$ cat src/rtl/tdp_ram_stream_reader_if.sv
// tdp_ram_stream_reader_if: valid/ready/last word stream; master drives data, valid, last and slave drives ready
interface tdp_ram_stream_reader_if #(
  parameter int DATA_WIDTH = 64
);
  logic [DATA_WIDTH-1:0] data;
  logic valid;
  logic ready;
  logic last;
  modport master(output data, valid, last, input ready);
  modport slave(input data, valid, last, output ready);
endinterface

$ cat src/rtl/tdp_ram_stream_reader.sv
// tdp_ram_stream_reader: sweeps a wrap-around RAM address range and streams the words through a 2-entry skid FIFO
// Ports: clk/rst_n (sync active-low), start/base_addr/len command, busy/done status,
// ram_en/ram_addr/ram_dout read port (1-cycle latency), m stream master (data, valid, ready, last).
module tdp_ram_stream_reader #(
  parameter int RAM_DEPTH  = 32,
  parameter int ADDR_WIDTH = $clog2(RAM_DEPTH),
  parameter int DATA_WIDTH = 64,
  parameter int LEN_WIDTH  = ADDR_WIDTH + 1
) (
  input  logic                  clk,
  input  logic                  rst_n,
  input  logic                  start,
  input  logic [ADDR_WIDTH-1:0] base_addr,
  input  logic [LEN_WIDTH-1:0]  len,
  output logic                  busy,
  output logic                  done,
  output logic                  ram_en,
  output logic [ADDR_WIDTH-1:0] ram_addr,
  input  logic [DATA_WIDTH-1:0] ram_dout,
  tdp_ram_stream_reader_if.master m
);
  typedef enum logic [1:0] {S_IDLE, S_RUN, S_DONE} state_t;
  state_t state;
  logic [ADDR_WIDTH-1:0] issue_addr;
  logic [LEN_WIDTH-1:0] issue_left, out_left;
  logic [DATA_WIDTH-1:0] mem [2];
  logic wr_ptr, rd_ptr, inflight, pop;
  logic [1:0] count;
  logic [2:0] occ;
  assign pop = m.valid & m.ready;
  // occupancy the FIFO will have once the outstanding read lands, so a new read never overflows it
  assign occ = {1'b0, count} + {2'b0, inflight} - {2'b0, pop};
  assign ram_en = state == S_RUN && issue_left != '0 && occ < 3'd2;
  assign ram_addr = issue_addr;
  assign m.valid = count != '0;
  assign m.data = mem[rd_ptr];
  assign m.last = m.valid && out_left == LEN_WIDTH'(1);
  always_ff @(posedge clk) begin
    if (!rst_n) begin
      state <= S_IDLE;
      busy <= 1'b0;
      done <= 1'b0;
      issue_addr <= '0;
      issue_left <= '0;
      out_left <= '0;
      mem[0] <= '0;
      mem[1] <= '0;
      wr_ptr <= 1'b0;
      rd_ptr <= 1'b0;
      inflight <= 1'b0;
      count <= '0;
    end else begin
      done <= 1'b0;
      inflight <= ram_en;
      count <= count + {1'b0, inflight} - {1'b0, pop};
      if (ram_en) begin
        issue_addr <= issue_addr == ADDR_WIDTH'(RAM_DEPTH - 1) ? '0 : issue_addr + ADDR_WIDTH'(1);
        issue_left <= issue_left - LEN_WIDTH'(1);
      end
      if (inflight) begin
        mem[wr_ptr] <= ram_dout;
        wr_ptr <= ~wr_ptr;
      end
      if (pop) begin
        rd_ptr <= ~rd_ptr;
        out_left <= out_left - LEN_WIDTH'(1);
      end
      case (state)
        S_IDLE:
          if (start) begin
            issue_addr <= base_addr;
            issue_left <= len;
            out_left <= len;
            state <= len != '0 ? S_RUN : S_DONE;
            busy <= len != '0;
            done <= len == '0;
          end
        S_RUN:
          if (pop && m.last) begin
            state <= S_DONE;
            busy <= 1'b0;
            done <= 1'b1;
          end
        default: state <= S_IDLE;
      endcase
    end
  end
endmodule

$ cat src/flat_wrapper.sv
// flat-port wrapper written by rule: the top's interface ports become plain ports
module tdp_ram_stream_reader_flat 
#(
  parameter int RAM_DEPTH  = 32,
  parameter int ADDR_WIDTH = $clog2(RAM_DEPTH),
  parameter int DATA_WIDTH = 64,
  parameter int LEN_WIDTH  = ADDR_WIDTH + 1
)
  (clk, rst_n, start, base_addr, len, busy, done, ram_en, ram_addr, ram_dout, m_data, m_valid, m_last, m_ready);
  tdp_ram_stream_reader_if #(.DATA_WIDTH(DATA_WIDTH)) m_i ();
  input  logic clk;
  input  logic rst_n;
  input  logic start;
  input  logic [ADDR_WIDTH-1:0] base_addr;
  input  logic [LEN_WIDTH-1:0] len;
  output logic busy;
  output logic done;
  output logic ram_en;
  output logic [ADDR_WIDTH-1:0] ram_addr;
  input  logic [DATA_WIDTH-1:0] ram_dout;
  output wire logic [$bits(m_i.data)-1:0] m_data;
  output wire logic [$bits(m_i.valid)-1:0] m_valid;
  output wire logic [$bits(m_i.last)-1:0] m_last;
  input wire logic [$bits(m_i.ready)-1:0] m_ready;
  assign m_data = m_i.data;
  assign m_valid = m_i.valid;
  assign m_last = m_i.last;
  assign m_i.ready = m_ready;
  tdp_ram_stream_reader #(.RAM_DEPTH(RAM_DEPTH), .ADDR_WIDTH(ADDR_WIDTH), .DATA_WIDTH(DATA_WIDTH), .LEN_WIDTH(LEN_WIDTH)) u_core (.clk(clk), .rst_n(rst_n), .start(start), .base_addr(base_addr), .len(len), .busy(busy), .done(done), .ram_en(ram_en), .ram_addr(ram_addr), .ram_dout(ram_dout), .m(m_i));
endmodule
$ cat config.mk
export PLATFORM = sky130hd
export DESIGN_NAME = tdp_ram_stream_reader_flat
export DESIGN_NICKNAME = d
export VERILOG_FILES = /design/src/rtl/tdp_ram_stream_reader_if.sv /design/src/rtl/tdp_ram_stream_reader.sv /design/src/flat_wrapper.sv
export SDC_FILE = /design/constraint.sdc
export NUM_CORES = 1
export LEC_CHECK = 0
export CAP_MARGIN = 15
export CORE_MARGIN = 2
export CORE_UTILIZATION = 40
export DETAILED_ROUTE_END_ITERATION = 8
export GPL_TIMING_DRIVEN = 0
export PLACE_DENSITY = 0.75
export SLEW_MARGIN = 15
export SYNTH_ARGS = -nofsm -noshare
export SYNTH_HDL_FRONTEND = slang
export SYNTH_SLANG_ARGS = --single-unit
$ cat constraint.sdc
create_clock -name clk -period 7.7 [get_ports clk]
set_clock_uncertainty 0.2 [all_clocks]
set_input_delay 1.54 -clock clk [delete_from_list [all_inputs] [get_ports clk]]
set_output_delay 1.54 -clock clk [all_outputs]
set_load 0.01 [all_outputs]
==> reports/results.txt, run 1 <==
number of global-route vias before repair: 4651
Post-synth EDFFs: 128
H-tree levels: 4
Sequential Area: 4380 µm²
clock latency on the worst-skew pair: 0.41 ns
startpoint types: input pin
Final Util: 56.3%
worst path cell trace: clkdlybuf4s50_1 > o21ai_0 > nand2_1 > nand2_1 > ha_1 > fa_1 > nor3b_4 > o311ai_4 > buf_6 > inv_2 > clkdlybuf4s50_1
FF-to-FF setup slack: 4.63 ns
CP endpoint kind: output pin
CTS tree: built
CTS Buffer Depth: 2
Hold-fix buffers, CTS: 0
Die Footprint: 18200 µm²
Tightest Pin Transition: 0.768 ns
relative slew slack: 48.6%
required time worst endpoint: 5.96 ns
worst hold slack: 0.307 ns
dpl hpwl: 10.1 mm
Worst VDD drop: 168 µV
Crit path buffers/inverters: 4
CTS clk-pin slew, worst paths: 0.06 ns
clock sinks: 155
Hold WC Path Type: reg -> reg
final setup violation count: 0
sequential element share of the synthesized area: 64.1%
total gr overflow: 0
# DRC: 0
FILL cells: 1335
Starting Density: 41.1%
Num CTS Buffers: 17
largest net degree at the start of global routing: 46
Via-to-Cell Ratio: 4.89
core footprint: 16600 µm²
Syn Nets: 585
unrepaired setup endpoints after global routing: no
post_cts resized: 0
Worst path max stage delay: 0.56 ns
first-pass GRT wire length: 23.1 mm
cells on worst reg2reg path: 9
Site Rows: 47
max-slew violation count: 0
Crit-path slowest cell: clkdlybuf4s50_1
fraction of layout cells with a size suffix above 1: 15.7%
WP data arrival: 4.52 ns
Post-synth top flop: edfxtp_1
# diodes: 0
DRT antenna net count: 0
I/O Buffers: 152
Final Instance Area: 9360 µm²
most frequent cells in the layout: 152 x clkdlybuf4s50_1, 135 x and2_1, 128 x edfxtp_1, 64 x mux2_2, 27 x dfxtp_1
placed cell area: 8770 µm²
DRC violation total after the first TritonRoute iteration: 259
global placer's final weighted congestion: 0.821
Vert. Die Dim: 135 µm
WL/cell: 16.2 µm
status: completed
initial antenna violation count: 0
clock root cell: clkbuf_16
Cell variety after synth: 42
chip width: 135 µm
# IOs: 153
final count of hold timing violations: 0
fmax: 0.160 GHz
PwrDens: 296 nW/µm²
Layout area overhead: 36.9%
Avg Inst Size Synth: 13.7 µm²
CP Max Fanout: 10
Tcrit/Tclk final: 81.3%
area of the multi-input gates: 2340 µm²
FF+latch count, synth: 155
kind of critical path: in -> out
Synth Cell Area: 6840 µm²
DRT Wirelength: 14.7 mm
Total GRT Usage: 16.6%
asr flop ratio synth: 0%
setup bufs post-CTS: 0
minimum clock period: 6.26 ns
Top delay family on crit path: buffers and inverters
Max-Cap Viols: 0
Post-Synthesis Cells: 498
Leak: 3.46 nW
Hold Path Cell Cnt: 1
critical path depth in cells: 11
DR vias: 4428
Synth Warn #: 0
DR pass1 iterations: 4
Layout Nets: 760
setup TNS: 0 ns
most common cell after layout, fill and taps aside: clkdlybuf4s50_1
-- layout make-up --
cell class                 instances  area share [%]
buffer                            26            1.12
multi-input combinational        309            25.0
clock inverter                    15            1.84
timing repair buffer             156            17.4
tap                              220            2.94
sequential                       155            46.8
inverter                           8           0.321
clock buffer                      17            4.54
-- power breakdown --
| part | internal, mW | switching, mW |
|---|---|---|
| Combinational | 0.472 | 0.378 |
| Sequential | 1.03 | 0.0491 |
| Clock | 0.509 | 0.331 |
| Total | 2.01 | 0.759 |
-- per-layer routing --
layer  wire [µm]  global-route usage [%]  vias up  share of wire [%]
met5           0                       0        -                  0
met4         215                    6.14        0                1.5
met3         766                    3.64       16                5.2
met2        7490                    28.8      134                 51
met1        6210                    20.4     2147                 42
li1            -                       -     2131                  -
-- stage by stage --
step | setup slack, ns | power (mW) | instances
global placement | -0.750 | 1.93 | 870
global route | 1.24 | 2.90 | 906
CTS | 1.44 | 2.80 | 906
finish | 1.44 | 2.77 | 906
floorplan | 1.99 | 1.55 | 498
detailed placement | 1.46 | 1.95 | 874
-- sequential cells by signal (all words and copies together), names as in the netlist, named ones only --
name and count:
u_core.inflight 1, u_core.issue_left 6, u_core.busy 1, u_core.mem 128, u_core.ram_addr 5, u_core.state 2
u_core.out_left 6, u_core.count 2, u_core.done 1, u_core.rd_ptr 1, u_core.wr_ptr 1
-- kinds of logic after synthesis --
kind of cell	after synthesis	share of synthesized area (%)
compound gates	41	3.82
xor+xnor	9	1.26
fa+ha+maj	8	1.57
buf+inv	34	1.98
flops	155	64.1
mux	64	10.5
simple gates	187	16.7
-- Yosys cell counts, types with 2 or more instances --
library cell,number,share of area [%]
xnor2_1,4,0.51
mux2_2,64,11
inv_1,7,0.38
nor2_1,7,0.38
nand4_1,3,0.27
clkbuf_1,25,1.4
dfxtp_1,27,7.9
a21oi_1,7,0.51
ha_1,7,1.3
and3_1,3,0.27
or3_1,3,0.27
o21ai_0,16,1.2
nand4b_1,2,0.26
a31oi_1,9,0.82
nand2_1,14,0.77
a21boi_0,3,0.33
nor4_1,3,0.27
and2_1,135,12
xor2_1,4,0.51
edfxtp_1,128,56
nand3_1,6,0.44
-- final timing paths --
path,to,start
worst max-delay path,ram_en,m_ready
worst min-delay path,u_core.busy,u_core.busy
worst max register to register,u_core.ram_addr[3],u_core.count[1]
worst min register to register,u_core.busy,u_core.busy
Note: power is estimated with default switching activity, not from simulation.
==> inputs of run 2 (changes only) <==
--- a/config.mk
+++ b/config.mk
@@ -10,7 +10,7 @@
 export CORE_UTILIZATION = 40
 export DETAILED_ROUTE_END_ITERATION = 8
 export GPL_TIMING_DRIVEN = 0
-export PLACE_DENSITY = 0.75
+export PLACE_DENSITY = 0.77
 export SLEW_MARGIN = 15
 export SYNTH_ARGS = -nofsm -noshare
 export SYNTH_HDL_FRONTEND = slang
==> constraint.sdc (replaced) <==
create_clock -name clk -period 5.7 [get_ports clk]
set_clock_uncertainty 0.2 [all_clocks]
set_input_delay 1.14 -clock clk [delete_from_list [all_inputs] [get_ports clk]]
set_output_delay 1.14 -clock clk [all_outputs]
set_load 0.01 [all_outputs]
==> run 2 against run 1 <==
Against the previous run:
- sequential share of layout area rose by 0.17 points
- count of clock-buffer cells in the layout unchanged
- register-to-register slack got worse by 1.9 ns
- global-route usage hardly changed
- sequential power increased by 35%
- final cell count is 0.22% lower
- critical path depth is the same
- non-clock buffer count down 1
- via count grew 2.2%
- routed wire length rose by 1.8%
==> reports/results.txt, run 2 (same netlist as run 1, synthesis figures left out) <==
status: completed
clock latency on the worst-skew pair: 0.41 ns
H-tree levels: 4
Worst VDD drop: 215 µV
global placer's final weighted congestion: 0.896
CTS tree: built
fraction of layout cells with a size suffix above 1: 15.8%
Top reg by flops: u_core.mem
unrepaired setup endpoints after global routing: no
max FFs per register: 128
dpl hpwl: 10.4 mm
worst path cell trace: clkdlybuf4s50_1 > o21a_2 > nand2_1 > nand2_1 > ha_1 > fa_1 > nor3b_4 > o311ai_4 > buf_6 > inv_2 > clkdlybuf4s50_1
Crit-path slowest cell: clkdlybuf4s50_1
# diodes: 0
CP Max Fanout: 10
Hold-fix buffers, CTS: 0
initial antenna violation count: 0
DR pass1 iterations: 5
max-slew violation count: 0
final setup violation count: 0
clock sinks: 155
# IOs: 153
Layout area overhead: 36.4%
Tightest Pin Transition: 0.830 ns
clock power share: 30.3%
Via-to-Cell Ratio: 5.01
Switching Power: 1.03 mW
FILL cells: 1317
Die Footprint: 18200 µm²
clock root cell: clkbuf_16
relative slew slack: 44.5%
chip width: 135 µm
biggest registers after layout: u_core.mem (128), u_core.issue_left (6), u_core.out_left (6)
DR vias: 4527
Starting Density: 41.1%
# DRC: 0
Layout Nets: 759
CTS Buffer Depth: 2
number of global-route vias before repair: 4666
Int Pwr: 2.71 mW
setup bufs post-CTS: 0
sequential share of power: 39.0%
DRT Wirelength: 14.9 mm
Leak: 3.44 nW
DRT antenna net count: 0
total gr overflow: 0
I/O Buffers: 152
most frequent cells in the layout: 152 x clkdlybuf4s50_1, 135 x and2_1, 128 x edfxtp_1, 64 x mux2_2, 27 x dfxtp_1
Worst path max stage delay: 0.56 ns
kind of critical path: in -> out
Hold WC Path Type: reg -> reg
DRC violation total after the first TritonRoute iteration: 224
Final Util: 56.1%
WP data arrival: 4.12 ns
minimum clock period: 5.46 ns
fmax: 0.183 GHz
Site Rows: 47
CP endpoint kind: output pin
Num CTS Buffers: 17
Tcrit/Tclk final: 95.7%
required time worst endpoint: 4.36 ns
first-pass GRT wire length: 23.3 mm
logic gate share of total power: 30.7%
PwrDens: 401 nW/µm²
largest net degree at the start of global routing: 45
power after layout: 3.74 mW
switching share of power: 27.5%
placed cell area: 8730 µm²
WL/cell: 16.5 µm
Total GRT Usage: 16.7%
Final Instance Area: 9330 µm²
CTS clk-pin slew, worst paths: 0.06 ns
core footprint: 16600 µm²
worst hold slack: 0.306 ns
startpoint types: input pin
setup TNS: 0 ns
final count of hold timing violations: 0
most common cell after layout, fill and taps aside: clkdlybuf4s50_1
Vert. Die Dim: 135 µm
Max-Cap Viols: 0
-- run 2: cell count changes in the layout (fill, tap and decap cells not counted) --
cell      change
o21a_2        +1
clkinv_2      -1
buf_16        -2
clkinv_4      +1
o21a_1        -1
o21ai_1       +1
buf_12        +1
clkinv_1      -1
o21ai_0       -1
-- run 2: power groups by stage --
stage	registers (mW)	logic, mW	clock network, mW
3_3_place_gp	1.49	1.11	0
3_5_place_dp	1.48	1.15	0
2_1_floorplan	1.47	0.612	0
6_report	1.46	1.15	1.13
5_1_grt	1.48	1.23	1.19
4_1_cts	1.46	1.16	1.15
-- run 2: final timing paths --
check	from	to	slack, ns	cells past startpoint
hold / removal	u_core.busy	u_core.busy	0.31	1
setup reg to reg	u_core.count[1]	u_core.ram_addr[3]	2.70	9
setup / recovery	m_ready	ram_en	0.24	11
hold reg to reg	u_core.busy	u_core.busy	0.31	1
-- run 2: critical path, delay by kind of cell --
family / cells / cell delay [ns]
AND/OR/NAND/NOR: 3 / 0.49
buffers and inverters: 4 / 1.43
AO/OA/AOI/OAI: 2 / 0.41
adder cells (fa/ha/maj): 2 / 0.65
-- run 2: routing by layer --
layer | track usage (%) | vias to the layer above | share of wire, % | wire length, µm
met2 | 28.3 | 168 | 51 | 7650
li1 | - | 2133 | - | -
met1 | 20.6 | 2206 | 42 | 6240
met3 | 4.39 | 20 | 5.8 | 874
met5 | 0 | - | 0 | 0
met4 | 5.79 | 0 | 1.3 | 187
-- run 2: repair_timing --
item / CTS / global route
endpoints found under the hold margin: 0 / 0
endpoints found under the setup margin: 0 / 1
resized for setup: 0 / 2
-- run 2: cell type report --
type	instances	area [µm²]	share of cell area, %
inverter	8	30.0	0.322
clock inverter	14	173	1.85
clock buffer	17	425	4.56
tap	220	275	2.95
sequential	155	4380	47.0
timing repair buffer	155	1600	17.1
multi-input combinational	309	2340	25.1
buffer	26	105	1.13
-- run 2: stage by stage --
stage                     cells  worst slack (ns)
after global routing        904            0.0647
after floorplan             498              1.53
after global placement      870            -0.307
after CTS                   904             0.170
final                       904             0.243
after detailed placement    873             0.196
